===== config.mk =====
export PLATFORM = sky130hd
export DESIGN_NAME = dmem_arbiter_flat
export DESIGN_NICKNAME = d
export VERILOG_FILES = /design/src/rtl/dmem_arbiter_pkg.sv /design/src/rtl/dmem_arbiter_if.sv /design/src/rtl/dmem_arbiter_rr_pick2.sv /design/src/rtl/dmem_arbiter.sv /design/src/flat_wrapper.sv
export SDC_FILE = /design/constraint.sdc
export NUM_CORES = 1
export LEC_CHECK = 0
export ABC_AREA = 0
export CAP_MARGIN = 10
export CELL_PAD_IN_SITES_DETAIL_PLACEMENT = 1
export CELL_PAD_IN_SITES_GLOBAL_PLACEMENT = 1
export CORE_AREA = 5 5 138 140
export CTS_BUF_LIST = sky130_fd_sc_hd__clkbuf_8
export DETAILED_ROUTE_END_ITERATION = 10
export DIE_AREA = 0 0 143 145
export PLACE_DENSITY_LB_ADDON = 0.1
export SLEW_MARGIN = 20
export SYNTH_ARGS = -nofsm -noshare
export SYNTH_HDL_FRONTEND = slang
export SYNTH_SLANG_ARGS = --single-unit

===== constraint.sdc =====
create_clock -name clk -period 2.25 [get_ports clk]
set_input_delay 0.5625 -clock clk [delete_from_list [all_inputs] [get_ports clk]]
set_output_delay 0.5625 -clock clk [all_outputs]
set_load 0.1 [all_outputs]

===== src/rtl/dmem_arbiter_pkg.sv =====
// dmem_arbiter_pkg: shared encodings for the DMEM arbiter.
// Holds the pointer/lock FSM state encoding, the word-alignment mask
// and the alignment helper used by the top level.
// Optional lock feature is enabled by defining DMEM_ARB_LOCK_EN.

package dmem_arbiter_pkg;

    // Pointer / ownership states. LOCKED_* are only reachable with DMEM_ARB_LOCK_EN.
    typedef enum logic [1:0] {
        LAST_M0   = 2'b00,
        LAST_M1   = 2'b01,
        LOCKED_M0 = 2'b10,
        LOCKED_M1 = 2'b11
    } arb_state_e;

    // Byte-offset bits that must be zero for a word access.
    localparam logic [1:0] ALIGN_MASK = 2'b11;

    // True when the low address bits select a whole word.
    function automatic logic is_aligned(input logic [1:0] addr_lsb);
        return (addr_lsb & ALIGN_MASK) == 2'b00;
    endfunction

endpackage


===== src/rtl/dmem_arbiter_if.sv =====
// dmem_arbiter_if: one requester's handshake bundle towards the DMEM arbiter.
// The master modport is the requester side, the slave modport the arbiter side.
// With DMEM_ARB_LOCK_EN defined the bundle carries an extra lock input.

interface dmem_arbiter_if #(
    parameter int ADDR_W = 8,
    parameter int DATA_W = 32
);
    logic              req;
    logic              wen;
    logic [ADDR_W-1:0] addr;
    logic [DATA_W-1:0] wdata;
`ifdef DMEM_ARB_LOCK_EN
    logic              lock;
`endif
    logic              gnt;
    logic              rvalid;
    logic [DATA_W-1:0] rdata;
    logic              err;

`ifdef DMEM_ARB_LOCK_EN
    modport master (output req, wen, addr, wdata, lock, input gnt, rvalid, rdata, err);
    modport slave  (input req, wen, addr, wdata, lock, output gnt, rvalid, rdata, err);
`else
    modport master (output req, wen, addr, wdata, input gnt, rvalid, rdata, err);
    modport slave  (input req, wen, addr, wdata, output gnt, rvalid, rdata, err);
`endif

endinterface


===== src/rtl/dmem_arbiter_rr_pick2.sv =====
// rr_pick2: two-way round-robin pick, purely combinational.
// ptr names the requester granted last (0 = m0, 1 = m1); on contention
// the other requester wins.

module rr_pick2 (
    input  logic [1:0] req,
    input  logic       ptr,
    output logic [1:0] gnt
);

    // One-hot pick: single requester wins outright, contention goes to !ptr
    always_comb begin
        gnt = 2'b00;
        case (req)
            2'b01:   gnt = 2'b01;
            2'b10:   gnt = 2'b10;
            2'b11:   gnt = ptr ? 2'b01 : 2'b10;
            default: gnt = 2'b00;
        endcase
    end

endmodule


===== src/rtl/dmem_arbiter.sv =====
// dmem_arbiter: shares single-port DMEM between m0 (CPU LSU) and m1 (debug/loader).
// Round-robin grant, alignment check before DMEM access, registered read return,
// one-cycle error pulse for misaligned accesses and a saturating conflict counter.
// Define DMEM_ARB_LOCK_EN to add per-master lock inputs giving exclusive ownership.

module dmem_arbiter
    import dmem_arbiter_pkg::*;
#(
    parameter int ADDR_W = 8,
    parameter int DATA_W = 32,
    parameter int CNT_W  = 16
) (
    input  logic              clk,
    input  logic              rst,
    dmem_arbiter_if.slave     m0,
    dmem_arbiter_if.slave     m1,
    output logic [ADDR_W-1:0] dmem_addr,
    output logic [DATA_W-1:0] dmem_wdata,
    output logic              dmem_wen,
    input  logic [DATA_W-1:0] dmem_rdata,
    output logic [CNT_W-1:0]  conflict_cnt
);

    arb_state_e        state_r;
    arb_state_e        won_state_s;
    logic              ptr_s;
    logic              m0_lock_s;
    logic              m1_lock_s;
    logic              own0_s;
    logic              own1_s;
    logic [1:0]        req_s;
    logic [1:0]        pick_s;
    logic [1:0]        gnt_s;
    logic [ADDR_W-1:0] sel_addr_s;
    logic [DATA_W-1:0] sel_wdata_s;
    logic              sel_wen_s;
    logic              sel_aligned_s;
    logic              rd_ok_s;
    logic [ADDR_W-1:0] addr_hold_r;
    logic [DATA_W-1:0] wdata_hold_r;
    logic [1:0]        rvalid_r;
    logic [1:0]        err_r;
    logic [DATA_W-1:0] rdata0_r;
    logic [DATA_W-1:0] rdata1_r;
    logic [CNT_W-1:0]  cnt_r;

`ifdef DMEM_ARB_LOCK_EN
    assign m0_lock_s = m0.lock;
    assign m1_lock_s = m1.lock;
`else
    assign m0_lock_s = 1'b0;
    assign m1_lock_s = 1'b0;
`endif

    // A lock owner keeps DMEM only while its lock stays high
    assign own0_s = (state_r == LOCKED_M0) && m0_lock_s;
    assign own1_s = (state_r == LOCKED_M1) && m1_lock_s;
    assign ptr_s  = (state_r == LAST_M1) || (state_r == LOCKED_M1);
    assign req_s  = {m1.req, m0.req};

    rr_pick2 u_pick (
        .req (req_s),
        .ptr (ptr_s),
        .gnt (pick_s)
    );

    // Final grant: an active owner masks the other master, otherwise round-robin
    always_comb begin
        gnt_s = 2'b00;
        if (own0_s) begin
            gnt_s = {1'b0, m0.req};
        end else if (own1_s) begin
            gnt_s = {m1.req, 1'b0};
        end else begin
            gnt_s = pick_s;
        end
    end

    // State implied by this cycle's winner; without a winner a released lock falls back to LAST_*
    always_comb begin
        won_state_s = state_r;
        if (gnt_s[0]) begin
            won_state_s = m0_lock_s ? LOCKED_M0 : LAST_M0;
        end else if (gnt_s[1]) begin
            won_state_s = m1_lock_s ? LOCKED_M1 : LAST_M1;
        end else if (state_r == LOCKED_M0) begin
            won_state_s = LAST_M0;
        end else if (state_r == LOCKED_M1) begin
            won_state_s = LAST_M1;
        end else begin
            won_state_s = state_r;
        end
    end

    // Pointer / ownership FSM; reset leaves m1 as last winner so m0 wins the first conflict
    always_ff @(posedge clk) begin
        if (rst) begin
            state_r <= LAST_M1;
        end else begin
            case (state_r)
                LAST_M0:   state_r <= won_state_s;
                LAST_M1:   state_r <= won_state_s;
                LOCKED_M0: state_r <= own0_s ? LOCKED_M0 : won_state_s;
                LOCKED_M1: state_r <= own1_s ? LOCKED_M1 : won_state_s;
                default:   state_r <= LAST_M1;
            endcase
        end
    end

    // Route the granted master's request fields
    always_comb begin
        sel_addr_s  = m0.addr;
        sel_wdata_s = m0.wdata;
        sel_wen_s   = m0.wen;
        if (gnt_s[1]) begin
            sel_addr_s  = m1.addr;
            sel_wdata_s = m1.wdata;
            sel_wen_s   = m1.wen;
        end else begin
            sel_addr_s  = m0.addr;
            sel_wdata_s = m0.wdata;
            sel_wen_s   = m0.wen;
        end
    end

    assign sel_aligned_s = is_aligned(sel_addr_s[1:0]);
    assign rd_ok_s       = ~sel_wen_s & sel_aligned_s;

    // DMEM drive: misaligned or in-reset writes never reach DMEM (protects word 0)
    always_comb begin
        dmem_addr  = addr_hold_r;
        dmem_wdata = wdata_hold_r;
        dmem_wen   = 1'b0;
        if (|gnt_s) begin
            dmem_addr  = sel_addr_s;
            dmem_wdata = sel_wdata_s;
            dmem_wen   = sel_wen_s & sel_aligned_s & ~rst;
        end else begin
            dmem_addr  = addr_hold_r;
            dmem_wdata = wdata_hold_r;
            dmem_wen   = 1'b0;
        end
    end

    // Remember the last granted address/data so the DMEM bus is stable while idle
    always_ff @(posedge clk) begin
        if (rst) begin
            addr_hold_r  <= {ADDR_W{1'b0}};
            wdata_hold_r <= {DATA_W{1'b0}};
        end else if (|gnt_s) begin
            addr_hold_r  <= sel_addr_s;
            wdata_hold_r <= sel_wdata_s;
        end else begin
            addr_hold_r  <= addr_hold_r;
            wdata_hold_r <= wdata_hold_r;
        end
    end

    // Read return and error pulses, one cycle after the grant; reset kills pending pulses
    always_ff @(posedge clk) begin
        if (rst) begin
            rvalid_r <= 2'b00;
            err_r    <= 2'b00;
            rdata0_r <= {DATA_W{1'b0}};
            rdata1_r <= {DATA_W{1'b0}};
        end else begin
            rvalid_r <= gnt_s & {2{rd_ok_s}};
            err_r    <= gnt_s & {2{~sel_aligned_s}};
            if (gnt_s[0] && rd_ok_s) begin
                rdata0_r <= dmem_rdata;
            end else begin
                rdata0_r <= rdata0_r;
            end
            if (gnt_s[1] && rd_ok_s) begin
                rdata1_r <= dmem_rdata;
            end else begin
                rdata1_r <= rdata1_r;
            end
        end
    end

    // Saturating count of cycles where both masters request
    always_ff @(posedge clk) begin
        if (rst) begin
            cnt_r <= {CNT_W{1'b0}};
        end else if (m0.req && m1.req && !(&cnt_r)) begin
            cnt_r <= cnt_r + CNT_W'(1);
        end else begin
            cnt_r <= cnt_r;
        end
    end

    assign m0.gnt       = gnt_s[0];
    assign m1.gnt       = gnt_s[1];
    assign m0.rvalid    = rvalid_r[0];
    assign m1.rvalid    = rvalid_r[1];
    assign m0.err       = err_r[0];
    assign m1.err       = err_r[1];
    assign m0.rdata     = rdata0_r;
    assign m1.rdata     = rdata1_r;
    assign conflict_cnt = cnt_r;

endmodule


===== src/flat_wrapper.sv =====
// flat-port wrapper written by rule: the top's interface ports become plain ports
module dmem_arbiter_flat import dmem_arbiter_pkg::*;
#(
    parameter int ADDR_W = 8,
    parameter int DATA_W = 32,
    parameter int CNT_W  = 16
)
  (clk, rst, dmem_addr, dmem_wdata, dmem_wen, dmem_rdata, conflict_cnt, m0_req, m0_wen, m0_addr, m0_wdata, m0_gnt, m0_rvalid, m0_rdata, m0_err, m1_req, m1_wen, m1_addr, m1_wdata, m1_gnt, m1_rvalid, m1_rdata, m1_err);
  dmem_arbiter_if #(.ADDR_W(ADDR_W), .DATA_W(DATA_W)) m0_i ();
  dmem_arbiter_if #(.ADDR_W(ADDR_W), .DATA_W(DATA_W)) m1_i ();
  input  logic clk;
  input  logic rst;
  output logic [ADDR_W-1:0] dmem_addr;
  output logic [DATA_W-1:0] dmem_wdata;
  output logic dmem_wen;
  input  logic [DATA_W-1:0] dmem_rdata;
  output logic [CNT_W-1:0] conflict_cnt;
  input wire logic [$bits(m0_i.req)-1:0] m0_req;
  input wire logic [$bits(m0_i.wen)-1:0] m0_wen;
  input wire logic [$bits(m0_i.addr)-1:0] m0_addr;
  input wire logic [$bits(m0_i.wdata)-1:0] m0_wdata;
  output wire logic [$bits(m0_i.gnt)-1:0] m0_gnt;
  output wire logic [$bits(m0_i.rvalid)-1:0] m0_rvalid;
  output wire logic [$bits(m0_i.rdata)-1:0] m0_rdata;
  output wire logic [$bits(m0_i.err)-1:0] m0_err;
  input wire logic [$bits(m1_i.req)-1:0] m1_req;
  input wire logic [$bits(m1_i.wen)-1:0] m1_wen;
  input wire logic [$bits(m1_i.addr)-1:0] m1_addr;
  input wire logic [$bits(m1_i.wdata)-1:0] m1_wdata;
  output wire logic [$bits(m1_i.gnt)-1:0] m1_gnt;
  output wire logic [$bits(m1_i.rvalid)-1:0] m1_rvalid;
  output wire logic [$bits(m1_i.rdata)-1:0] m1_rdata;
  output wire logic [$bits(m1_i.err)-1:0] m1_err;
  assign m0_i.req = m0_req;
  assign m0_i.wen = m0_wen;
  assign m0_i.addr = m0_addr;
  assign m0_i.wdata = m0_wdata;
  assign m0_gnt = m0_i.gnt;
  assign m0_rvalid = m0_i.rvalid;
  assign m0_rdata = m0_i.rdata;
  assign m0_err = m0_i.err;
  assign m1_i.req = m1_req;
  assign m1_i.wen = m1_wen;
  assign m1_i.addr = m1_addr;
  assign m1_i.wdata = m1_wdata;
  assign m1_gnt = m1_i.gnt;
  assign m1_rvalid = m1_i.rvalid;
  assign m1_rdata = m1_i.rdata;
  assign m1_err = m1_i.err;
  dmem_arbiter #(.ADDR_W(ADDR_W), .DATA_W(DATA_W), .CNT_W(CNT_W)) u_core (.clk(clk), .rst(rst), .m0(m0_i), .m1(m1_i), .dmem_addr(dmem_addr), .dmem_wdata(dmem_wdata), .dmem_wen(dmem_wen), .dmem_rdata(dmem_rdata), .conflict_cnt(conflict_cnt));
endmodule

==> flow_summary.toml <==
[sta]
drv_slew = 0
fin_skew_ps = 16.5
hold_viol = 0
rsz0062_at_grt = "yes"
fin_setup_tns_ps = -7320
worst_slack_ps = -245
slew_headroom = 0.572
timing.fmax_ghz = 0.401
setup_violations = 42
period_share = 1.11
fin_crit_ps = 2490
worst_pin_slew_ps = 642

[clock_tree]
htreeDepth = 4
cts.path.max_buffers = 2
cts_tree = "built"
clkSlewWorstSetupHoldPaths_ps = 80
clock_latency_ps = 450
hold_buffers = 0
cts_buffers = 17
clock-root-buffer = "clkbuf_8"
clock-sinks = 125

[floorplanning]
fp-row-count = 49
fp.dieW_um = 143
start_util = 0.294
die_area_um2 = 20700
fp.dieH_um = 145
io_pins = 245
core_um2 = 17700

[grt]
grt_pass1_vias = 6531
grt_pass1_wl_um = 35400
grt.total_usage = 0.216
grt_max_degree = 128
grt-ovfl-total = 0
antenna_found_initial = 5

[logic_synthesis]
synth.distinct_cells = 40
syn_area_um2 = 5210
synth-seq-cells = 125
syn_nets = 744
yosys_warnings = 0
syn_avg_cell_area_um2 = 8.34
synthTopCellsByArea = "dfxtp_1 (48%), a21oi_1 (11%), nand2_1 (9.7%)"
synth-seq-area-share = 0.480
synth_edf_count = 0
synth_adder_area_share = 0.00240
synth-simple-area-share = 0.200
synthMuxAreaShare = 0.0797
synth_flop_cell = "dfxtp_1"
synth.top_cell.area_share = 0.480
synth-compound-area-share = 0.196
synthTopCellsByCount = "nand2_1 (135), dfxtp_1 (125), a21oi_1 (116), nor2_1 (44)"
synth.most_common_cell = "nand2_1"
yosysTopAreaCell = "dfxtp_1"
syn_inst = 625
synthArstFlopShare = 0
synth_xor_area_frac = 0
synth_top_family_by_area = "simple AND/OR/NAND/NOR gates"

[run_status]
outcome = "finished, violations left"
violations = "setup timing"

[worst_setup_path]
path_class = "flip-flop to output port"
cp_num_buf_inv = 2
cp_top_family = "buffers and inverters"
worstPathRequired_ps = 1690
r2r_start = "u_core.conflict_cnt[1]$_SDFFE_PP0P_"
critPathSlowestCell = "dfxtp_4"
critPathLaunch = "u_core.state_r[0]$_SDFFE_PP1N_"
crit_path_max_fanout = 5
cp.arrival_ps = 1930
cp_cell_sequence = "nand2b_4 -> nand2_4 -> buf_16 -> mux2i_4 -> a21oi_4 -> buf_12"
critPathLaunchType = "flip-flop"
endpoint_kind = "output port"
slowest_delay_ps = 370

[power_and_ir_drop]
power.density_nw_per_um2 = 659
irDropWorstVdd_mv = 0.387
leakage_nw = 3.94
power.total_mw = 6.93

[placed_design]
placement.io_buffers = 244
place_congestion = 0.775
dp_hpwl_um = 15900

[routing]
drt_iter0_markers = 225
ant_nets = 0
routed_wl_um = 23500
dr.pass1.iters = 4
dr_total_vias = 5937
drc_errors = 0
vias_per_cell = 5.00
wl_per_cell_um = 19.8

[min_path]
hp-start = "u_core.m1.rdata[25]$_SDFFE_PP0P_"
hp-class = "flip-flop to flip-flop"

[layout]
drive_gt1_frac = 0.413
fin_util = 0.593
area_delta_synth_final_pct = 102
n_fill_cell = 1914
seq_area_um2 = 2520
fin_nets = 1058
multi_input_area_um2 = 3580

[flow_run]
drv_cap = 0
==> registers in the layout, summed over array words and instances (netlist names) <==
name                 cells
u_core.m0.rdata         32
u_core.m1.rdata         32
u_core.wdata_hold_r     32
u_core.conflict_cnt     16
u_core.addr_hold_r       8
u_core.err_r             2
u_core.rvalid_r          2
u_core.state_r           1
==> worst register-to-register path: cells and delay by family, from the launching register on <==
| kind | cells | cell delay (ps) |
|---|---|---|
| adders and majority gates | 1 | 270 |
| AOI/OAI and AO/OA | 1 | 140 |
| and+or+nand+nor | 3 | 1060 |
| DFF | 1 | 430 |
==> layout by cell type, fill, tap and decap left out, types with 3 or more instances in the layout <==
cell / synthesis / layout
nor2_1: 44 / 26
clkinvlp_4: 0 / 4
mux2i_4: 0 / 37
buf_12: 0 / 51
a21oi_4: 0 / 38
inv_1: 5 / 4
a211oi_1: 37 / 37
inv_6: 0 / 7
a21oi_1: 116 / 78
dfxtp_2: 0 / 15
o21ai_0: 7 / 6
nand3_1: 8 / 6
nand4_1: 5 / 5
buf_16: 0 / 7
nor2b_1: 5 / 5
or4_1: 8 / 8
clkbuf_16: 0 / 4
nor2_2: 0 / 16
or3_1: 4 / 4
o31ai_1: 9 / 9
dfxtp_1: 125 / 109
diode_2: 0 / 6
clkbuf_8: 0 / 18
and3_1: 3 / 3
nand2_1: 135 / 134
clkdlybuf4s50_1: 0 / 112
mux2_2: 4 / 4
buf_6: 0 / 3
buf_4: 3 / 158
==> cell families after synthesis <==
| group | Yosys count |
|---|---|
| AOI/OAI and AO/OA | 176 |
| adders and majority gates | 1 |
| buffers and inverters | 52 |
| DFF | 125 |
| muxes | 41 |
| and+or+nand+nor | 230 |
==> power by group <==
group	switching, mW	internal (mW)	total (mW)
Combinational	1.53	1.08	2.61
Clock	1.02	0.923	1.94
Sequential	0.0678	2.30	2.37
==> through the flow <==
step | cell area, µm² | hold WS (ps) | cells | worst slack, ps
2_1_floorplan | 5840 | 546 | 625 | -390
3_3_place_gp | 9200 | 444 | 1131 | -471
3_5_place_dp | 9200 | 449 | 1131 | -503
4_1_cts | 10200 | 460 | 1175 | -240
5_1_grt | 10500 | 480 | 1187 | -314
6_report | 10500 | 457 | 1187 | -245
==> per-layer routing <==
| metal | GRT usage | wire length, µm |
|---|---|---|
| met1 | 0.231 | 8760 |
| met2 | 0.387 | 12500 |
| met3 | 0.0707 | 1490 |
| met4 | 0.0856 | 731 |
| met5 | 0 | 0 |
==> worst paths after layout <==
kind	to	slack [ps]	cells after the start
max	dmem_addr[7]	-240	6
min	u_core.m1.rdata[25]$_SDFFE_PP0P_	460	2
max reg2reg	u_core.conflict_cnt[14]$_SDFFE_PP0P_	300	5
min reg2reg	u_core.m1.rdata[25]$_SDFFE_PP0P_	460	2
==> layout make-up <==
cell class              count  share of cell area
inverters                   5             0.00250
multi-input cells         450               0.341
repair buffers            340               0.352
clock inverters            14              0.0126
clock buffers              18              0.0236
well taps                 229              0.0273
flip-flops and latches    125               0.240
diodes                      6             0.00143
==> timing repair <==
item	in CTS	in global routing
cloned	6	5
pin swaps	2	19
setup endpoints to repair	43	42
buffers inserted	6	5
gates resized for setup	102	25
No activity file was read; power rests on OpenSTA's default activity.
